--- src/rtl/irq_pending_latch.sv ---
// irq_pending_latch: synchronises 8 raw request lines, latches them as pending bits and runs
// the assert/ack/EOI handshake. Define LEVEL_MODE_EN for level-sensitive (non-latching) pending.
module irq_pending_latch #(
    parameter int N_LINES     = 8,
    parameter int SYNC_STAGES = 2
) (
    input  logic                       clk,
    input  logic                       rst,
    input  logic [N_LINES-1:0]         irq_in,
    input  logic [N_LINES-1:0]         irq_mask,
    output logic [N_LINES-1:0]         pend,
    output logic                       irq_valid,
    input  logic                       ack,
    input  logic [$clog2(N_LINES)-1:0] ack_id,
    input  logic                       eoi,
    output logic [N_LINES-1:0]         in_service,
    output logic                       spurious
);

    typedef enum logic [1:0] {
        IDLE    = 2'd0,
        ASSERT  = 2'd1,
        SERVICE = 2'd2
    } state_t;

    logic [N_LINES-1:0] sync_q [SYNC_STAGES];
    logic [N_LINES-1:0] s;
    logic [N_LINES-1:0] pending_q, pending_d;
    logic [N_LINES-1:0] pend_q, pend_d;
    logic [N_LINES-1:0] in_service_q;
    logic [N_LINES-1:0] clr_vec;
    state_t             state_q;
    logic               irq_valid_q;
    logic               spurious_q;
    logic               ack_hit;
    logic               ack_miss;

    assign s        = sync_q[SYNC_STAGES-1];
    assign ack_hit  = (state_q == ASSERT) && ack && pend_q[ack_id];
    assign ack_miss = (state_q == ASSERT) && ack && !pend_q[ack_id];

    always_comb begin
        clr_vec = '0;
        if (ack_hit) clr_vec[ack_id] = 1'b1;
    end

    always_ff @(posedge clk) begin
        if (rst) begin
            for (int i = 0; i < SYNC_STAGES; i++) sync_q[i] <= '0;
        end else begin
            sync_q[0] <= irq_in;
            for (int i = 1; i < SYNC_STAGES; i++) sync_q[i] <= sync_q[i-1];
        end
    end

`ifdef LEVEL_MODE_EN
    // Pending mirrors the synchronised level; the line being serviced is held off until EOI.
    always_comb begin
        pending_d = s & ~in_service_q;
    end
`else
    logic [N_LINES-1:0] prev_q;
    logic [N_LINES-1:0] rise;

    assign rise = s & ~prev_q;

    always_ff @(posedge clk) begin
        if (rst) prev_q <= '0;
        else     prev_q <= s;
    end

    // A new edge in the same cycle as its ack clear keeps the bit pending.
    always_comb begin
        pending_d = (pending_q & ~clr_vec) | rise;
    end
`endif

    assign pend_d = pending_d & ~irq_mask;

    always_ff @(posedge clk) begin
        if (rst) begin
            pending_q <= '0;
            pend_q    <= '0;
        end else begin
            pending_q <= pending_d;
            pend_q    <= pend_d;
        end
    end

    always_ff @(posedge clk) begin
        if (rst) begin
            state_q      <= IDLE;
            irq_valid_q  <= 1'b0;
            in_service_q <= '0;
            spurious_q   <= 1'b0;
        end else begin
            spurious_q <= ack_miss;
            case (state_q)
                IDLE: begin
                    if (|pend_q) begin
                        state_q     <= ASSERT;
                        irq_valid_q <= 1'b1;
                    end
                end
                ASSERT: begin
                    if (ack_hit) begin
                        state_q      <= SERVICE;
                        irq_valid_q  <= 1'b0;
                        in_service_q <= clr_vec;
                    end else if (!(|pend_q)) begin
                        state_q     <= IDLE;
                        irq_valid_q <= 1'b0;
                    end
                end
                SERVICE: begin
                    if (eoi) begin
                        state_q      <= IDLE;
                        in_service_q <= '0;
                    end
                end
                default: begin
                    state_q      <= IDLE;
                    irq_valid_q  <= 1'b0;
                    in_service_q <= '0;
                end
            endcase
        end
    end

    assign pend       = pend_q;
    assign irq_valid  = irq_valid_q;
    assign in_service = in_service_q;
    assign spurious   = spurious_q;

endmodule
--- config.mk ---
export PLATFORM = sky130hd
export DESIGN_NAME = irq_pending_latch
export DESIGN_NICKNAME = d
export VERILOG_FILES = /design/src/rtl/irq_pending_latch.sv
export SDC_FILE = /design/constraint.sdc
export NUM_CORES = 1
export LEC_CHECK = 0
export CORE_MARGIN = 2
export CORE_UTILIZATION = 40
export CTS_BUF_LIST = sky130_fd_sc_hd__clkbuf_4
export DETAILED_ROUTE_END_ITERATION = 8
export PLACE_DENSITY = 0.71
export SYNTH_ARGS = -nofsm -noshare
export SYNTH_HDL_FRONTEND = slang
export SYNTH_SLANG_ARGS = --single-unit
--- constraint.sdc ---
create_clock -name clk -period 2.8 [get_ports clk]
set_input_delay 0.28 -clock clk [delete_from_list [all_inputs] [get_ports clk]]
set_output_delay 0.28 -clock clk [all_outputs]
set_load 0.1 [all_outputs]
Yosys cells after proc, flatten, opt, wreduce, memory -nomap -nowiden
Memories as Yosys holds them, arrays and structs flattened.
Index checks and enable logic that the tools add are counted.
{"block": "word_totals", "reg_bits": 36, "ram_bits": 16, "in_bits": 23, "output_inout_bits": 18, "elab_cells": 59, "mem_count": 1}
{"memory": "sync_q", "depth": 2, "width": 8, "read_ports": 2, "rd_clocked_by_memory_dff": 0, "write_ports": 2, "line": "26", "text": "logic [N_LINES-1:0] sync_q [SYNC_STAGES];"}
{"block": "classes", "n_lt_le_gt_ge": 2, "n_eq_ne": 6, "n_mux": 22, "bitwise": 11, "reduce_logical": 10}
{"cell": "two-way mux 8 bit", "count": 5}
{"cell": "AND 8 bit", "count": 3}
{"cell": "NOT 8 bit", "count": 3}
{"cell": "one-hot mux 8 bit (3 select lines)", "count": 1}
{"cell": "AND reduction 3 bit", "count": 3}
{"cell": "two-way mux 1 bit", "count": 8}
{"cell": "two-way mux 2 bit", "count": 4}
{"cell": "bitwise OR 8 bit", "count": 1}
{"cell": "OR reduction 8 bit", "count": 1}
{"cell": "inequality test 2 bit, second input constant", "count": 3}
{"cell": "one-hot mux 2 bit (3 select lines)", "count": 1}
{"cell": "logical AND 1 bit", "count": 4}
{"cell": "< comparator 3 x 4 -> 1 bit, second input constant", "count": 1}
{"cell": "binary-select mux 1 bit (select 3 bit)", "count": 1}
{"cell": "demux 1 bit (select 3 bit)", "count": 1}
{"cell": ">= comparator 3 x 1 -> 1 bit, second input constant", "count": 1}
{"cell": "inequality test 3 bit, second input constant", "count": 1}
{"cell": "one-hot mux 1 bit (3 select lines)", "count": 1}
{"cell": "== test 2 x 1 -> 1 bit, second input constant", "count": 1}
{"cell": "== test 2 bit, second input constant", "count": 1}
{"cell": "zero test 2 bit", "count": 1}
{"cell": "NOT 1 bit", "count": 2}
{"cell": "bitwise OR 1 bit", "count": 2}
{"cell": "zero test 1 bit", "count": 1}

Logic depth before layout (Yosys ltp)
Gate-level depths: netlist (run 1).
{"block": "logic_depth", "word_depth": 9, "depth_mapped": 6, "depth_no_buf": 5}

Worst setup path after synthesis (run 1)
OpenSTA, ideal clock, no wires.
{"block": "synth_timing", "path_type": "flip-flop to flip-flop", "start": "reg pend_q[6], in the netlist pend[6]", "end": "reg pend_q[4], in the netlist pend[4]", "setup_ns": 0.130, "arrival_ns": 2.106, "required_time_ns": 2.670, "setup_slack_ns": 0.564, "stages_incl_launch_ff": 6, "path_buffers": 0, "synth_period_minus_slack_ns": 2.236, "cell_sequence": "dfxtp_1 -> a21boi_0 -> a211oi_1 -> o21ai_0 -> a21oi_1 -> nor3_1"}
{"block": "synth_between", "elab_chain_cells": 8}
{"element": "from (decl)", "line": "29", "text": "logic [N_LINES-1:0] pend_q, pend_d;"}
{"element": "from (signal assigned)", "line": "86", "text": "pend_q <= pend_d;"}
{"element": "binary-select mux 1 bit (select 3 bit)", "line": "39", "text": "assign ack_hit = (state_q == ASSERT) && ack && pend_q[ack_id];"}
{"element": "two-way mux 1 bit (implied by the code)", "line": "39"}
{"element": "logical AND 1 bit", "line": "39"}
{"element": "two-way mux 8 bit", "line": "44", "text": "if (ack_hit) clr_vec[ack_id] = 1'b1;"}
{"element": "NOT 8 bit", "line": "74", "text": "pending_d = (pending_q & ~clr_vec) | rise;"}
{"element": "AND 8 bit", "line": "74"}
{"element": "bitwise OR 8 bit", "line": "74"}
{"element": "AND 8 bit", "line": "78", "text": "assign pend_d = pending_d & ~irq_mask;"}
Every way passes these cells. The select of a mux whose other input is x is not followed.
A chain may end at the register's enable or synchronous reset.

Worst setup path after layout (run 1)
{"block": "layout_timing", "start": "in ack_id[1]", "end": "reg in_service_q[5], in the netlist in_service[5]"}
{"block": "layout_between", "elab_chain_cells": 7, "elab_cells_between_ends": 13, "cone_classes": "2 x order compare; 1 x eq/ne; 7 x mux; 3 x reduce/logical"}
{"element": "from (decl)", "line": "14", "text": "input logic [$clog2(N_LINES)-1:0] ack_id,"}
{"element": "< comparator 3 x 4 -> 1 bit (implied by the code) / >= comparator 3 x 1 -> 1 bit (equally long branches)", "line": "44"}
{"element": "logical AND 1 bit (implied by the code)", "line": "44"}
{"element": "two-way mux 1 bit (implied by the code)", "line": "44"}
{"element": "demux 1 bit (select 3 bit)", "line": "44"}
{"element": "two-way mux 8 bit", "line": "44"}
{"element": "two-way mux 8 bit", "line": "106", "text": "if (ack_hit) begin"}
{"element": "one-hot mux 8 bit (3 select lines)", "line": "98", "text": "case (state_q)"}
{"element": "to (signal assigned)", "line": "109", "text": "in_service_q <= clr_vec;"}
{"element": "to (decl)", "line": "30", "text": "logic [N_LINES-1:0] in_service_q;"}
Several ways; a longest one is shown, not always the timed one. The select of a mux whose other input is x is not followed.

==> results of run 1 <==
through the flow:
step           total power (W)  hold slack [ps]  std cells
3_3_place_gp          0.000971              415        264
3_5_place_dp          0.000974              425        264
6_report               0.00127              441        272
2_1_floorplan         0.000914              352        176
5_1_grt                0.00134              433        272
4_1_cts                0.00129              435        272
placed cells by master (no fill, tap or decap), types with 2 or more instances in the layout:
cell             Yosys  layout
dfxtp_1             52      52
nor2b_1             32      32
clkdlybuf4s50_1      0      22
buf_4                0      21
nor2_1              20      20
a21oi_1             19      19
o21ai_0              8       8
nand2b_1             7       7
clkbuf_4             0       6
nand2_1              4       4
nor3_1               4       4
o211ai_1             3       3
nand3b_1             2       2
inv_1                2       2
mux2i_1              2       2
nor4_1               2       2
cells by family after synthesis:
family | after synthesis | share of synthesized area, %
muxes | 3 | 1.97
DFF | 52 | 58.7
AOI/OAI and AO/OA | 38 | 14.3
buffers and inverters | 9 | 2.40
and+or+nand+nor | 74 | 22.6
Yosys cell counts:
master	instances	area share [%]
mux2_4	1	0.85
nor3_1	4	1.1
inv_1	2	0.42
o21bai_1	1	0.42
or3_1	1	0.35
clkbuf_1	4	0.85
buf_6	1	0.63
o211ai_1	3	1.3
nor3b_1	1	0.42
o32a_1	1	0.56
o211a_4	1	0.99
a211oi_1	1	0.42
a21bo_2	1	0.56
a21oi_1	19	5.4
or2_2	1	0.35
a21boi_0	1	0.42
mux2i_1	2	1.1
o41ai_4	1	1.6
buf_2	1	0.28
dfxtp_1	52	59
nor2_1	20	4.2
nor2b_1	32	11
a211o_1	1	0.49
nand2b_1	7	2.5
nand2_1	4	0.85
nor4_1	2	0.71
o21ai_0	8	2.3
nand3b_1	2	0.85
buf_1	1	0.21
sequential cells by signal, indices dropped and copies added, names as in the netlist:
| signal | flops |
|---|---|
| in_service | 8 |
| irq_valid | 1 |
| pend | 8 |
| pending_q | 8 |
| prev_q | 8 |
| spurious | 1 |
| state_q | 2 |
| sync_q | 16 |
how the worst max path moves through the flow:
| stage | startpoint | to | depth (start not counted) | slack [ps] |
|---|---|---|---|---|
| after floorplan | pend[6] | pend[4] | 5 | 560 |
| after global placement | ack_id[1] | in_service[4] | 6 | 460 |
| after detailed placement | ack_id[1] | in_service[4] | 6 | 400 |
| after CTS | ack_id[1] | in_service[4] | 6 | 780 |
| after global routing | ack_id[1] | in_service[7] | 6 | 660 |
| final | ack_id[1] | in_service[5] | 6 | 780 |
metal layers:
layer / vias to the layer above / wire [um] / track usage (%)
li1: 674 / - / -
met4: 0 / 42 / 4.61
met1: 573 / 1450 / 18.7
met5: - / 0 / 0
met2: 42 / 1430 / 20.5
met3: 5 / 203 / 4.70
critical path, cell delays in order:
cell and delay, ps:
clkdlybuf4s50_1 640, mux2_4 350, o211a_4 250, o41ai_4 540
nand2_1 100, a21oi_1 150
power by group:
| group | leakage, nW | switching [W] | internal [W] |
|---|---|---|---|
| registers | 0.425 | 0.0000126 | 0.000769 |
| clock network | 0.0293 | 0.000208 | 0.000106 |
| logic | 0.408 | 0.000105 | 0.0000697 |
| total | 0.863 | 0.000325 | 0.000944 |
final cells by class:
cell class | count | share of cell area [%]
well taps | 52 | 2.91
inverters | 2 | 0.335
multi-input cells | 115 | 30.9
clock inverters | 2 | 0.503
flip-flops and latches | 52 | 46.5
repair buffers | 43 | 16.9
clock buffers | 6 | 2.01
==> results.py, run 1 <==
metrics = {
    "die": {
        "core_area_um2": 4320,
        "placement_rows": 24,
        "die_h_um": 70.6,
        "fp.dieW_um": 70.6,
        "ios": 41,
        "initial_core_util_pct": 41.0,
        "dieArea_um2": 4980,
    },
    "critical_path": {
        "timing.rr.start": "pend[1]",
        "r2r_end": "in_service[5]",
        "reg2reg_depth": 5,
        "crit_arrival_ps": 2310,
        "required_ps": 3090,
        "cp_max_fo": 8,
        "rrSetupSlack_ps": 1050,
        "cp-start-kind": "primary input",
        "worst-setup-path-type": "in2reg",
        "end_kind": "register",
    },
    "timing": {
        "timing.final.ws_setup_ps": 782,
        "slew-limit-headroom_pct": 48.7,
        "fmax_mhz": 496,
        "maxSlewViolCount": 0,
        "hold_viol": 0,
        "tightest_slew_ps": 767,
        "setup_violations": 0,
        "finalCriticalPeriod_ps": 2020,
        "final.setup_skew_ps": 14.5,
        "grt_setup_unrepaired": "no",
        "setup-tns-final_ps": 0,
        "finalCritPeriodShare_pct": 72.1,
    },
    "synth": {
        "yosysWarnings": 0,
        "ys_seq_area_share_pct": 58.7,
        "syn_area_um2": 1770,
        "avgSynthCellArea_um2": 10.1,
        "synth_seq_cells": 52,
        "syn_inst": 176,
        "synthDistinctLibCells": 29,
        "synth_nets": 199,
    },
    "detailed_routing": {
        "drt-total-wl_um": 3120,
        "ant_nets": 0,
        "vias": 1294,
        "avgViaCountPerCell": 4.76,
        "drtIter0Drc": 62,
        "firstDrtPassIters": 4,
        "wire_per_inst_um": 11.5,
        "drc_errors": 0,
    },
    "place": {
        "dpl-instance-area_um2": 2180,
        "dp_slack_ps": 398,
        "dp_hpwl_um": 2330,
        "port_buffers": 40,
        "place.gp.congestion": 0.701,
    },
    "global_routing": {
        "grt-ovfl-total": 0,
        "track_usage_pct": 13.7,
        "grt_antenna_before_repair": 0,
        "grt_pass1_vias": 1237,
        "grt_pass1_wl_um": 5450,
        "grt_start_max_net_pins": 23,
    },
    "finish": {
        "register_area_um2": 1040,
        "fillers": 414,
        "nets": 242,
        "area_delta_synth_final_pct": 26.2,
        "insertedDiodeCount": 0,
        "drive_gt1_share_pct": 15.0,
        "multiInputGateArea_um2": 691,
        "final_cell_area_um2": 2240,
        "utilization_pct": 51.8,
    },
    "clocking": {
        "cts_tree": "built",
        "clock_sinks": 52,
        "cts_buffers": 5,
        "holdBufCountCts": 0,
        "htreeDepth": 2,
        "cts.clk_slew.worst_paths_ps": 140,
        "ctsLongestPathBuffers": 2,
        "clock_latency_ps": 350,
        "cts_setup_buffers": 0,
        "cts_resized": 0,
        "cts_root_buf": "clkbuf_4",
    },
    "power_and_ir_drop": {
        "p_leak_nw": 0.863,
        "ir_worst_vdd_v": 0.000285,
        "power_density_nw_per_um2": 567,
    },
    "run_status": {
        "status": "completed",
    },
    "hold_path": {
        "hold_path.class": "in2reg",
        "hp-start": "irq_mask[3]",
        "whs_path_depth": 2,
        "hold_end": "pend[3]",
    },
    "run": {
        "cap_violations": 0,
    },
}
(Power assumes the default switching activity.)
==> inputs of run 2 (changes only) <==
PLACE_DENSITY = 0.74   (was 0.71)
clock period = 1.7 ns   (was 2.8 ns; I/O delays follow)
==> results.py, run 2 (same netlist as run 1, synthesis figures left out) <==
metrics = {
    "run_status": {
        "status": "completed",
    },
    "die": {
        "placement_rows": 24,
        "fp.dieW_um": 70.6,
        "core_area_um2": 4320,
        "initial_core_util_pct": 41.0,
        "dieArea_um2": 4980,
        "die_h_um": 70.6,
        "ios": 41,
    },
    "timing": {
        "hold_viol": 0,
        "setup_violations": 0,
        "slew-limit-headroom_pct": 76.9,
        "setup-tns-final_ps": 0,
        "grt_setup_unrepaired": "yes",
        "final.setup_skew_ps": 9.58,
        "maxSlewViolCount": 0,
        "finalCritPeriodShare_pct": 97.5,
        "fmax_mhz": 603,
        "tightest_slew_ps": 346,
        "finalCriticalPeriod_ps": 1660,
    },
    "critical_path": {
        "path_cells": "mux2_4 -> o211a_4 -> o41ai_4 -> buf_6 -> nand2_1 -> a21oi_1",
        "critPathMaxStageDelay_ps": 370,
        "end_kind": "register",
        "timing.rr.start": "pend[1]",
        "startpoint": "pend[1]",
        "cp-start-kind": "register",
        "required_ps": 2000,
        "path_buf_inv": 1,
        "r2r_end": "in_service[4]",
        "crit_arrival_ps": 1950,
        "cp_max_fo": 8,
        "reg2reg_depth": 6,
        "slowest_stage": "dfxtp_4",
        "cpLargestDelayFamily": "compound AO/OA/AOI/OAI gates",
        "rrSetupSlack_ps": 40,
        "worst-setup-path-type": "reg2reg",
    },
    "detailed_routing": {
        "wire_per_inst_um": 11.2,
        "drt-total-wl_um": 3280,
        "firstDrtPassIters": 4,
        "ant_nets": 0,
        "drc_errors": 0,
        "vias": 1377,
        "avgViaCountPerCell": 4.70,
        "drtIter0Drc": 37,
    },
    "clocking": {
        "holdBufCountCts": 0,
        "ctsLongestPathBuffers": 2,
        "cts_buffers": 5,
        "cts.clk_slew.worst_paths_ps": 130,
        "clock_latency_ps": 350,
        "htreeDepth": 2,
        "cts_tree": "built",
        "clock_sinks": 52,
        "cts_root_buf": "clkbuf_4",
    },
    "finish": {
        "drive_gt1_share_pct": 27.0,
        "nets": 263,
        "area_delta_synth_final_pct": 38.6,
        "final_cell_area_um2": 2460,
        "stdcell_count": 293,
        "utilization_pct": 56.9,
        "insertedDiodeCount": 0,
        "largest_register": "sync_q",
        "largest_reg_flops": 16,
        "final_common_cell": "dfxtp_1",
        "mostFrequentLayoutCells": "44 x dfxtp_1, 39 x buf_4, 32 x nor2b_1",
    },
    "global_routing": {
        "grt-ovfl-total": 0,
        "track_usage_pct": 13.4,
        "grt_antenna_before_repair": 0,
        "grt_pass1_vias": 1220,
        "grt_start_max_net_pins": 47,
        "grt_pass1_wl_um": 5320,
    },
    "place": {
        "place.gp.congestion": 0.750,
        "dp_hpwl_um": 2360,
        "dpl-instance-area_um2": 2370,
        "port_buffers": 40,
        "dpl.cell_count": 283,
    },
    "run": {
        "cap_violations": 0,
    },
    "hold_path": {
        "whs_path_depth": 2,
        "hold_end": "pend[3]",
        "hp-start": "irq_mask[3]",
        "hold_path.class": "in2reg",
    },
    "power_and_ir_drop": {
        "p_total_w": 0.00215,
        "p_leak_nw": 0.981,
        "power_density_nw_per_um2": 875,
        "ir_worst_vdd_v": 0.000500,
    },
}
[run 2: cell count changes in the layout (fill, tap and decap cells not counted), sizes merged]
cell and delta:
clkbuf +1, clkinvlp -1, dlygate4sd2 +1, clkdlybuf4s50 -1, buf +21
[run 2: power by group]
part           switching, W  total [W]  internal, W
registers         0.0000219    0.00128      0.00126
logic              0.000183   0.000338     0.000155
clock network      0.000338   0.000530     0.000192
total              0.000543    0.00215      0.00161
[run 2: worst max-delay path by stage]
stage	endpoint	slack, ps	depth (start not counted)
floorplan	in_service[4]	-30	5
global placement	in_service[4]	-360	7
detailed placement	in_service[2]	-420	8
CTS	in_service[5]	1	6
global route	in_service[5]	-10	6
finish	in_service[4]	40	6
[run 2: area by class of cell]
class	instances	area, um2
fillers	381	1870
clock inverters	1	3.75
well taps	52	65.1
repair buffers	64	563
inverters	2	7.51
clock buffers	7	52.6
flip-flops and latches	52	1060
multi-input cells	115	703
[run 2: metal layers]
metal	global-route usage [%]	vias to the layer above	part of all wire [%]
li1	-	716	-
met1	16.9	618	45
met2	22.0	39	49
met3	4.42	4	5.6
met4	3.77	0	0.64
met5	0	-	0
[run 2: per-stage QoR]
step           hold slack, ps  setup slack [ps]
2_1_floorplan             232             -32.1
3_3_place_gp              418              -363
3_5_place_dp              420              -416
4_1_cts                   307              1.10
5_1_grt                   306             -15.0
6_report                  320              41.8
[run 2: worst reg2reg max path: cells and delay by family (launching register included)]
kind	cells	cell delay [ps]
DFF	1	370
buffers and inverters	1	180
and+or+nand+nor	1	60
AOI/OAI and AO/OA	3	720
muxes	1	280
[run 2: repair_timing]
action                                  in CTS  in global routing
setup buffers                                1                  1
gates resized for setup                      2                  3
pin swaps                                    0                  1
endpoints found under the setup margin      11                  7
==> inputs of run 3 (changes only) <==
PLACE_DENSITY = 0.78   (was 0.74)
==> results.py, run 3 (same netlist as run 1, synthesis figures left out) <==
metrics = {
    "critical_path": {
        "end_kind": "register",
        "slowest_stage": "dfxtp_4",
        "cp-start-kind": "register",
        "crit_arrival_ps": 2010,
        "required_ps": 2020,
        "timing.rr.start": "pend[1]",
        "r2r_end": "in_service[4]",
        "reg2reg_depth": 6,
        "rrSetupSlack_ps": 4,
        "worst-setup-path-type": "reg2reg",
        "cp_max_fo": 6,
        "path_cells": "mux2_4 -> o211a_4 -> o41ai_4 -> buf_4 -> nand2_1 -> a21oi_2",
        "critPathMaxStageDelay_ps": 370,
    },
    "timing": {
        "hold_viol": 0,
        "fmax_mhz": 590,
        "timing.final.ws_setup_ps": 4.17,
        "finalCriticalPeriod_ps": 1700,
        "final.setup_skew_ps": 11.6,
        "setup_violations": 0,
        "grt_setup_unrepaired": "yes",
        "setup-tns-final_ps": 0,
        "holdWs_ps": 308,
        "maxSlewViolCount": 0,
        "slew-limit-headroom_pct": 68.1,
        "tightest_slew_ps": 474,
        "finalCritPeriodShare_pct": 99.8,
    },
    "global_routing": {
        "grt-ovfl-total": 0,
        "grt_start_max_net_pins": 47,
        "track_usage_pct": 16.5,
        "grt_pass1_vias": 1341,
        "grt_antenna_before_repair": 0,
        "grt_pass1_wl_um": 6400,
    },
    "finish": {
        "final_cell_area_um2": 2490,
        "mostFrequentLayoutCells": "44 x dfxtp_1, 35 x buf_4, 32 x nor2b_1",
        "largest_register": "sync_q",
        "utilization_pct": 57.6,
        "insertedDiodeCount": 0,
        "nets": 258,
        "drive_gt1_share_pct": 25.8,
        "largest_reg_flops": 16,
        "area_delta_synth_final_pct": 40.3,
        "final_common_cell": "dfxtp_1",
    },
    "clocking": {
        "cts_tree": "built",
        "clock_sinks": 52,
        "cts_root_buf": "clkbuf_4",
        "holdBufCountCts": 0,
        "cts.clk_slew.worst_paths_ps": 140,
        "ctsLongestPathBuffers": 2,
        "clock_latency_ps": 380,
        "htreeDepth": 2,
        "cts_buffers": 5,
    },
    "power_and_ir_drop": {
        "sw_frac_of_total_pct": 22.5,
        "p_comb_share_pct": 12.9,
        "p_int_w": 0.00202,
        "ir_worst_vdd_v": 0.000641,
        "seq_power_share_pct": 49.4,
        "p_clk_share_pct": 37.7,
        "p_leak_nw": 0.988,
        "power_density_nw_per_um2": 1050,
        "p_sw_w": 0.000585,
    },
    "hold_path": {
        "hold_path.class": "in2reg",
        "hp-start": "irq_mask[7]",
        "whs_path_depth": 2,
        "hold_end": "pend[7]",
    },
    "die": {
        "fp.dieW_um": 70.6,
        "die_h_um": 70.6,
        "ios": 41,
        "placement_rows": 24,
        "dieArea_um2": 4980,
        "core_area_um2": 4320,
        "initial_core_util_pct": 41.0,
    },
    "place": {
        "port_buffers": 40,
        "dp_hpwl_um": 2580,
        "dp_slack_ps": -436,
        "dpl-instance-area_um2": 2340,
        "place.gp.congestion": 0.901,
    },
    "detailed_routing": {
        "wire_per_inst_um": 13.2,
        "firstDrtPassIters": 4,
        "drt-total-wl_um": 3790,
        "drtIter0Drc": 56,
        "avgViaCountPerCell": 4.84,
        "vias": 1395,
        "ant_nets": 0,
        "drc_errors": 0,
    },
    "run_status": {
        "status": "completed",
    },
    "run": {
        "cap_violations": 0,
    },
}
==> run 3: metal layers <==
layer | wire length [um] | GRT usage (%) | up-vias
met5 | 0 | 0 | -
met4 | 78 | 6.29 | 0
met3 | 185 | 4.70 | 8
met2 | 2030 | 29.5 | 38
met1 | 1490 | 18.7 | 645
li1 | - | - | 704
==> run 3: worst max-delay path, delay by kind of cell, from the launching register on <==
kind                   cells  cell delay, ps
buffers and inverters      1             200
AOI/OAI and AO/OA          3             710
and+or+nand+nor            1              60
DFF                        1             370
muxes                      1             290
==> run 3: what timing repair did <==
item	CTS	global route
gates resized for setup	4	2
setup buffers	0	1
endpoints found under the setup margin	8	9
==> run 3: worst max-delay path by stage <==
stage,cells after the start,endpoint,start
after floorplan,5,in_service[4],pend[1]
after global routing,6,in_service[5],pend[1]
after CTS,6,in_service[4],pend[1]
final,6,in_service[4],pend[1]
after detailed placement,8,in_service[2],ack_id[1]
after global placement,8,irq_valid,ack_id[1]
==> run 3: through the flow <==
| stage | power, W | instances |
|---|---|---|
| after floorplan | 0.00150 | 176 |
| after global placement | 0.00163 | 279 |
| after detailed placement | 0.00164 | 279 |
| after CTS | 0.00261 | 287 |
| after global routing | 0.00270 | 288 |
| final | 0.00260 | 288 |
==> run 3: power groups by stage <==
| stage | clock network, W | registers (W) | logic [W] |
|---|---|---|---|
| 2_1_floorplan | 0 | 0.00139 | 0.000111 |
| 3_3_place_gp | 0 | 0.00131 | 0.000325 |
| 3_5_place_dp | 0 | 0.00131 | 0.000330 |
| 4_1_cts | 0.000994 | 0.00129 | 0.000334 |
| 5_1_grt | 0.00105 | 0.00129 | 0.000359 |
| 6_report | 0.000981 | 0.00129 | 0.000335 |
==> run 3: area by class of cell <==
type / instances / area [um2]
clock inverters: 3 / 90.1
flip-flops and latches: 52 / 1060
clock buffers: 5 / 37.5
inverters: 2 / 7.51
multi-input cells: 115 / 703
well taps: 52 / 65.1
repair buffers: 59 / 522
fillers: 391 / 1840
==> RTL change (flow settings as in run 1) <==
`SYNC_STAGES`: 2 -> 4.
--- a/src/rtl/irq_pending_latch.sv
+++ b/src/rtl/irq_pending_latch.sv
@@ -4,3 +4,3 @@
     parameter int N_LINES     = 8,
-    parameter int SYNC_STAGES = 2
+    parameter int SYNC_STAGES = 4
 ) (
Check against the original RTL: not equivalent (a bounded check fails within 4 cycles, from zero or initial values and one cycle with rst high).
==> RTL change against run 1 <==
Clock power is 68% higher. Worst setup slack got worse by 0.031 ns. Sequential cell count is 16 higher. Area after synthesis increased by 30%. Largest power group unchanged. Power is 30% higher. Wire length is 35% higher. Cell area grew 27%. Die area rose by 29%.
==> RTL change: results (changes against run 1) <==
clk_lat worst skew 0.40 ns (+0.05 ns); Setup Slack @ Placement 0.345 ns (-0.0522 ns); Post-Syn Nets 245 (+23%); RePlAce Congestion 0.863 (+23%); Clock Skew 0.0115 ns (-0.00302 ns); Arr. time, crit path 2.36 ns (+0.05 ns); Final #Nets 289 (+19%); Critical Path Max Stage Delay 0.73 ns (+0.09 ns); ranking of synthesized cells by area dfxtp_1 (59%), nor2b_1 (12%), nand2_1 (2.8%); DR vias/cell 4.94 (+3.9%); placed inst area 0.00273 sq mm (+25%); status complete, no violations; Max rail drop VDD 0.000400 V (+40%); CP Max Fanout 11 (+3); Pleak 0.00108 uW (+25%); vias in the first global route 1,545 (+25%); Netlist cell types 38 (+31%); CTS buffer count 9 (+4); Total GRT Usage 14.7% (+1.0 points); number of flip-flops in the largest register 32 (+16); H-tree depth 3 (+1); initial DRC count 107 (+73%); Post-synth top cells dfxtp_1 (68), nor2b_1 (46), nand2_1 (17); largest net degree at the start of global routing 34 (+48%); wire length per cell 12.3 um (+6.8%); global-route wire length before repair 7.04 mm (+29%); sequential area share after synthesis 58.8% (+0.14 points); Worst-Margin Slew 0.578 ns (-0.190 ns); layout cells sized above 1 16.6% (+1.6 points); CTS clock-pin slew for the worst setup and hold paths 0.11 ns (-0.03 ns)
RTL change: cell count changes after synthesis, moves of 5 or more:
cell	change
a21oi_1	-9
dfxtp_1	+16
nand3_1	+5
nand2_1	+13
o21ai_0	-6
nor2_1	-12
nor2b_1	+14
RTL change: report_power, final:
part	switching, uW	internal, uW
clock	328	197
combinational	67.8	53.1
sequential	7.75	990
total	404	1240
RTL change: area by class of cell:
type	count	area (sq um)	share of cell area, %
Clock buffer	11	82.6	2.91
Multi-Input combinational cell	140	890	31.4
Tap cell	72	90.1	3.18
Sequential cell	68	1360	48.0
Inverter	5	18.8	0.662
Clock inverter	5	28.8	1.01
Timing Repair Buffer	42	365	12.9
RTL change: per-stage QoR:
step                cells  util (%)  total power (uW)
finish                343      51.2              1640
global route          343      51.2              1730
CTS                   343      51.2              1670
detailed placement    327      49.2              1140
global placement      327      49.2              1140
floorplan             222         -              1090
RTL change: worst paths after layout:
path / startpoint / to / slack [ns] / cells after the start
worst min register to register: sync_q[0][21] / sync_q[0][29] / 0.43 / 1
worst min-delay path: rst / sync_q[0][29] / 0.33 / 2
worst max-delay path: ack_id[0] / pend[6] / 0.75 / 6
worst max register to register: state_q[1] / pend[2] / 1.12 / 4
RTL change: metal layers:
| metal | up-vias | global-route usage, % | routed length (um) |
|---|---|---|---|
| li1 | 838 | - | - |
| met1 | 794 | 18.0 | 1880 |
| met2 | 55 | 21.3 | 1920 |
| met3 | 9 | 6.29 | 317 |
| met4 | 0 | 9.15 | 97 |
| met5 | - | 0 | 0 |
RTL change: worst reg2reg max path, cell delays in order, from the launching register on:
cell,delay [ns]
dfxtp_1,0.39
nand2b_1,0.21
or3_1,0.35
o41ai_1,0.47
a21oi_1,0.14
